<file path="src/rtl/logic_op_arbiter.sv">
`default_nettype none
// ============================================================================
// Module   : logic_op_arbiter
// Purpose  : Round-robin shares one registered bitwise logic unit among
//            NUM_REQ requesters, one operation in flight at a time.
// Options  : LOGIC_ARB_PERF_EN adds a saturating completed-op counter output.
// Revision : 1.0  initial release
// ============================================================================
module logic_op_arbiter #(
  parameter int NUM_REQ = 4,
  parameter int WIDTH   = 8,
  localparam int IDW    = $clog2(NUM_REQ)
) (
  input  logic                     clk,
  input  logic                     rst_n,
  input  logic [NUM_REQ-1:0]       req_valid,
  output logic [NUM_REQ-1:0]       req_ready,
  input  logic [2*NUM_REQ-1:0]     req_op,
  input  logic [WIDTH*NUM_REQ-1:0] req_a,
  input  logic [WIDTH*NUM_REQ-1:0] req_b,
  output logic                     rsp_valid,
  input  logic                     rsp_ready,
  output logic [WIDTH-1:0]         rsp_data,
  output logic [IDW-1:0]           rsp_id
`ifdef LOGIC_ARB_PERF_EN
  ,
  output logic [15:0]              perf_count
`endif
);

  typedef enum logic [1:0] {
    IDLE = 2'd0,
    EXEC = 2'd1,
    RESP = 2'd2
  } state_t;

  localparam logic [1:0] OP_AND  = 2'b00;
  localparam logic [1:0] OP_OR   = 2'b01;
  localparam logic [1:0] OP_XOR  = 2'b10;

  state_t           state_q, state_d;
  logic [IDW-1:0]   rr_ptr_q, rr_ptr_d;
  logic [IDW-1:0]   id_q, id_d;
  logic [1:0]       op_q, op_d;
  logic [WIDTH-1:0] a_q, a_d;
  logic [WIDTH-1:0] b_q, b_d;
  logic             rsp_valid_q, rsp_valid_d;
  logic [WIDTH-1:0] rsp_data_q, rsp_data_d;
  logic [IDW-1:0]   rsp_id_q, rsp_id_d;

  logic [1:0]       op_arr [NUM_REQ];
  logic [WIDTH-1:0] a_arr  [NUM_REQ];
  logic [WIDTH-1:0] b_arr  [NUM_REQ];

  logic [IDW-1:0]   grant;
  logic             grant_vld;
  logic [WIDTH-1:0] alu_res;

  generate
    for (genvar i = 0; i < NUM_REQ; i++) begin : g_unpack
      assign op_arr[i] = req_op[2*i +: 2];
      assign a_arr[i]  = req_a[WIDTH*i +: WIDTH];
      assign b_arr[i]  = req_b[WIDTH*i +: WIDTH];
    end
  endgenerate

  // Scan downward so the requester closest above rr_ptr is the last writer.
  always_comb begin
    logic [IDW:0] idx;
    grant     = '0;
    grant_vld = 1'b0;
    idx       = '0;
    for (int k = NUM_REQ - 1; k >= 0; k--) begin
      idx = {1'b0, rr_ptr_q} + (IDW+1)'(k);
      if (idx >= (IDW+1)'(NUM_REQ)) begin
        idx = idx - (IDW+1)'(NUM_REQ);
      end
      if (req_valid[idx[IDW-1:0]]) begin
        grant     = idx[IDW-1:0];
        grant_vld = 1'b1;
      end
    end
  end

  always_comb begin
    req_ready = '0;
    if ((state_q == IDLE) && grant_vld && rst_n) begin
      req_ready[grant] = 1'b1;
    end
  end

  always_comb begin
    case (op_q)
      OP_AND:  alu_res = a_q & b_q;
      OP_OR:   alu_res = a_q | b_q;
      OP_XOR:  alu_res = a_q ^ b_q;
      default: alu_res = b_q ^ ~a_q;
    endcase
  end

  always_comb begin
    state_d     = state_q;
    rr_ptr_d    = rr_ptr_q;
    id_d        = id_q;
    op_d        = op_q;
    a_d         = a_q;
    b_d         = b_q;
    rsp_valid_d = rsp_valid_q;
    rsp_data_d  = rsp_data_q;
    rsp_id_d    = rsp_id_q;
    case (state_q)
      IDLE: begin
        if (grant_vld) begin
          id_d    = grant;
          op_d    = op_arr[grant];
          a_d     = a_arr[grant];
          b_d     = b_arr[grant];
          state_d = EXEC;
        end
      end
      EXEC: begin
        rsp_data_d  = alu_res;
        rsp_id_d    = id_q;
        rsp_valid_d = 1'b1;
        state_d     = RESP;
      end
      RESP: begin
        if (rsp_ready) begin
          rsp_valid_d = 1'b0;
          state_d     = IDLE;
          rr_ptr_d    = (id_q == IDW'(NUM_REQ - 1)) ? '0 : id_q + 1'b1;
        end
      end
      default: state_d = IDLE;
    endcase
  end

  always_ff @(posedge clk or negedge rst_n) begin
    if (!rst_n) begin
      state_q     <= IDLE;
      rr_ptr_q    <= '0;
      id_q        <= '0;
      op_q        <= '0;
      a_q         <= '0;
      b_q         <= '0;
      rsp_valid_q <= 1'b0;
      rsp_data_q  <= '0;
      rsp_id_q    <= '0;
    end else begin
      state_q     <= state_d;
      rr_ptr_q    <= rr_ptr_d;
      id_q        <= id_d;
      op_q        <= op_d;
      a_q         <= a_d;
      b_q         <= b_d;
      rsp_valid_q <= rsp_valid_d;
      rsp_data_q  <= rsp_data_d;
      rsp_id_q    <= rsp_id_d;
    end
  end

  assign rsp_valid = rsp_valid_q;
  assign rsp_data  = rsp_data_q;
  assign rsp_id    = rsp_id_q;

`ifdef LOGIC_ARB_PERF_EN
  logic [15:0] perf_count_q, perf_count_d;

  always_comb begin
    perf_count_d = perf_count_q;
    if (rsp_valid_q && rsp_ready && (perf_count_q != 16'hFFFF)) begin
      perf_count_d = perf_count_q + 16'd1;
    end
  end

  always_ff @(posedge clk or negedge rst_n) begin
    if (!rst_n) begin
      perf_count_q <= '0;
    end else begin
      perf_count_q <= perf_count_d;
    end
  end

  assign perf_count = perf_count_q;
`endif

endmodule
`default_nettype wire

</file>
<file path="config.mk">
export PLATFORM = sky130hd
export DESIGN_NAME = logic_op_arbiter
export DESIGN_NICKNAME = d
export VERILOG_FILES = /design/src/rtl/logic_op_arbiter.sv
export SDC_FILE = /design/constraint.sdc
export NUM_CORES = 1
export LEC_CHECK = 0
export CORE_MARGIN = 5
export CORE_UTILIZATION = 45
export DETAILED_ROUTE_END_ITERATION = 16
export HOLD_SLACK_MARGIN = 0.08
export PLACE_DENSITY = 0.81
export SETUP_SLACK_MARGIN = 0.1
export SYNTH_ARGS = -nofsm -noshare
export SYNTH_HDL_FRONTEND = slang
export SYNTH_SLANG_ARGS = --single-unit
</file>
<file path="constraint.sdc">
create_clock -name clk -period 2.2 [get_ports clk]
set_clock_uncertainty 0.05 [all_clocks]
set_input_delay 0.22 -clock clk [delete_from_list [all_inputs] [get_ports clk]]
set_output_delay 0.22 -clock clk [all_outputs]
set_load 0.02 [all_outputs]
</file>
==> metrics.md <==
| Metric | Value |
|---|---|
| Num rows | 27 |
| Yosys warning total | 0 |
| Global Route met2 Usage | 33.2% |
| I/O pins | 94 |
| Via density | 5.61 |
| Starting Density | 46.2% |
| Antenna-violating nets left | 0 |
| Endpoints failing hold | 0 |
| Yosys cell types | 41 |
| Maximum number of pins on one net before global-route repair | 36 |
| Fin nets | 430 |
| Syn nets | 332 |
| CTS tree | done |
| Slowest stage delay, CP | 460 ps |
| Worst EP required | 2310 ps |
| Min Clock Period, post-route | 2030 ps |
| ANT cells | 0 |
| DR pass1 iterations | 4 |
| Fmax | 493 MHz |
| Chip width | 84.9 µm |
| Number of max-slew violations in the final report | 0 |
| P_sw | 2.02 mW |
| Grt peak-use layer | met2 |
| Cell mode on critical path | buf_4 |
| Core area | 0.00547 mm² |
| Post-Place Setup Slack | -277 ps |
| Met1 global-route usage | 23.7% |
| Hold crit path type | flop to flop |
| Period utilisation layout | 92.3% |
| Overflow left after global routing | 0 |
| Dpl cells | 413 |
| Crit path cell chain | nand2b_1, a21o_1, buf_4, buf_4, and3_4, a2111oi_4, buf_4, a211oi_2 |
| Commonest non-fill, non-tap cell in the layout | clkdlybuf4s50_1 |
| RSZ-0062 raised after global routing | true |
| Worst Max-Slew Pin Slew | 650 ps |
| Skew-Pair Late Insertion Delay | 290 ps |
| Comb power frac | 56.8% |
| Setup WS post-layout | 170 ps |
| Cell count after synthesis | 252 |
| Finished Layout Cells | 423 |
| Die height | 84.9 µm |
| Leak | 1.50 nW |
| Fill cell count | 446 |
| Critical Path Sink Type | flop |
| Initial antenna violation count | 0 |
| Area delta synth->final | 45.5% |
| Cell Pwr Density | 1260 mW/mm² |
| Port Buf Inserts | 93 |
| Clock share of power | 12.8% |
| Outcome | complete, no violations |
| Global-route wire length before repair | 11300 µm |
| Reg power frac | 30.4% |
| HPWL after DPL | 5330 µm |
| Share of cells above drive strength 1 | 21.9% |
| CTS Buf Count | 5 |
| Setup violators final | 0 |
| Htree depth | 2 |
| Critical path's slowest cell | dfrtp_2 |
| Worst relative slew slack | 56.6% |
| Post-route DRC violation count | 0 |
| CP Launch Type | flop |
| Max Root-Sink Buffers | 2 |
| Register bit total from synthesis | 35 |
| Routed WL per cell | 16.3 µm |
| Starting DRT DRC Count | 143 |
| Total GRT Usage | 19.5% |
| Routability congestion estimate | 0.806 |
| Reg-to-reg slack, setup | 170 ps |
| Vias in the first global route | 2403 |
| CTS root buffer | clkbuf_8 |
| Critical path type | flop to flop |
| VDD IR max | 770 µV |
| Detailed Route WL | 6880 µm |
| Post-synthesis sequential area ratio | 34.7% |
| CP Max Fanout | 12 |
| DIE AREA | 0.00721 mm² |
| Post-Syn Area | 0.00253 mm² |
| DR vias | 2374 |
| GR Util met3 | 5.15% |
| CTS sink cnt | 35 |
| Max-cap violation count | 0 |
| Net Sw Frac | 43.7% |
| Worst-path clk slew | 70 ps |
| Internal power | 2.61 mW |
| Avg Inst Size Synth | 10.0 µm² |
| Most frequent cells in the layout | 88 x clkdlybuf4s50_1, 34 x dfrtp_1, 22 x nor2_1 |
| Worst EP arrival | 2140 ps |
## layout make-up
class | instances | area [µm²] | share of cell area [%]
clock inverter | 2 | 35.0 | 0.953
inverter | 3 | 11.3 | 0.306
timing repair buffer | 112 | 1050 | 28.6
clock buffer | 6 | 82.6 | 2.25
multi-input combinational | 193 | 1530 | 41.6
tap | 72 | 90.1 | 2.45
sequential | 35 | 877 | 23.9
## sequential cells by signal, summed over array words and instances, names as in the netlist
name,count
id_q,2
state_q,2
rsp_valid,1
rsp_id,2
rr_ptr_q,2
b_q,8
rsp_data,8
a_q,8
op_q,2
## path summary, 6_finish.rpt
kind                        startpoint           to  cells past startpoint
setup / recovery           rr_ptr_q[1]       a_q[0]                      8
hold reg to reg            rsp_data[2]  rsp_data[2]                      1
min in group asynchronous        rst_n      id_q[1]                      3
max in group asynchronous        rst_n  rr_ptr_q[1]                      3
hold / removal             rsp_data[2]  rsp_data[2]                      1
setup reg to reg           rr_ptr_q[1]       a_q[0]                      8
## per-stage QoR
step | TNS [ps] | cell area [µm²] | utilization (%) | total power [mW] | hold WS (ps)
floorplan | 0 | 2530 | - | 3.23 | -126
global placement | -1320 | 3520 | 64.4 | 3.85 | 258
detailed placement | -1860 | 3520 | 64.4 | 3.98 | 256
CTS | 0 | 3680 | 67.2 | 4.62 | 433
global route | 0 | 3680 | 67.2 | 4.98 | 447
finish | 0 | 3680 | 67.2 | 4.63 | 427
## power by group through the flow
| stage | registers (mW) | clock network, mW | logic [mW] |
|---|---|---|---|
| global route | 1.47 | 0.629 | 2.88 |
| CTS | 1.40 | 0.599 | 2.62 |
| global placement | 1.38 | 0 | 2.48 |
| floorplan | 1.37 | 0 | 1.86 |
| detailed placement | 1.41 | 0 | 2.57 |
| finish | 1.41 | 0.594 | 2.63 |
## worst max-delay path, delay by kind of cell, from the launching register on
| kind | cells | cell delay [ps] |
|---|---|---|
| AOI/OAI and AO/OA | 3 | 550 |
| buffers and inverters | 3 | 510 |
| DFF | 1 | 460 |
| and+or+nand+nor | 2 | 350 |
## cells by family (layout without fill, tap and decap cells)
family	after synthesis	count (layout)	share of synthesized area, %
fa+ha+maj	1	1	0.495
xor+xnor	8	8	2.77
buf+inv	25	123	6.49
simple gates	66	66	15.0
mux	22	22	8.87
compound gates	95	96	31.7
flops	35	35	34.7
## routing by layer
metal | share of wire (%) | vias to the layer above
li1 | - | 1160
met1 | 39 | 1106
met2 | 52 | 95
met3 | 7.3 | 13
met4 | 2.4 | 0
met5 | 0 | -
## cells in the mapped netlist (all sizes together)
library cell | n | area [µm²]
ha | 1 | 12.5
mux2i | 19 | 190
o21ai | 13 | 65.1
buf | 14 | 123
mux2 | 3 | 33.8
nand3 | 1 | 5.00
a211o | 1 | 8.76
and3 | 18 | 158
clkbuf | 8 | 30.0
nand3b | 1 | 7.51
nand4 | 1 | 6.26
o211ai | 8 | 60.1
nand2 | 14 | 55.1
or3 | 1 | 11.3
a21oi | 17 | 85.1
inv | 3 | 11.3
o31ai | 1 | 7.51
a31oi | 8 | 50.1
nand2b | 3 | 18.8
a21o | 9 | 67.6
nor2b | 2 | 12.5
o22ai | 1 | 6.26
a2bb2oi | 1 | 15.0
a211oi | 18 | 185
a2111oi | 18 | 251
nor4 | 1 | 6.26
or2 | 1 | 6.26
xor2 | 8 | 70.1
dfrtp | 35 | 876
and2 | 1 | 8.76
nor2 | 22 | 82.6
## what timing repair did
item / in CTS / in global routing
cloned: 1 / 0
hold buffers: 1 / 0
pin swaps: 1 / 1
setup endpoints to repair: 7 / 15
endpoints found under the hold margin: 35 / 0
setup buffers: 0 / 0
resized for setup: 11 / 12
(Power assumes the default switching activity.)
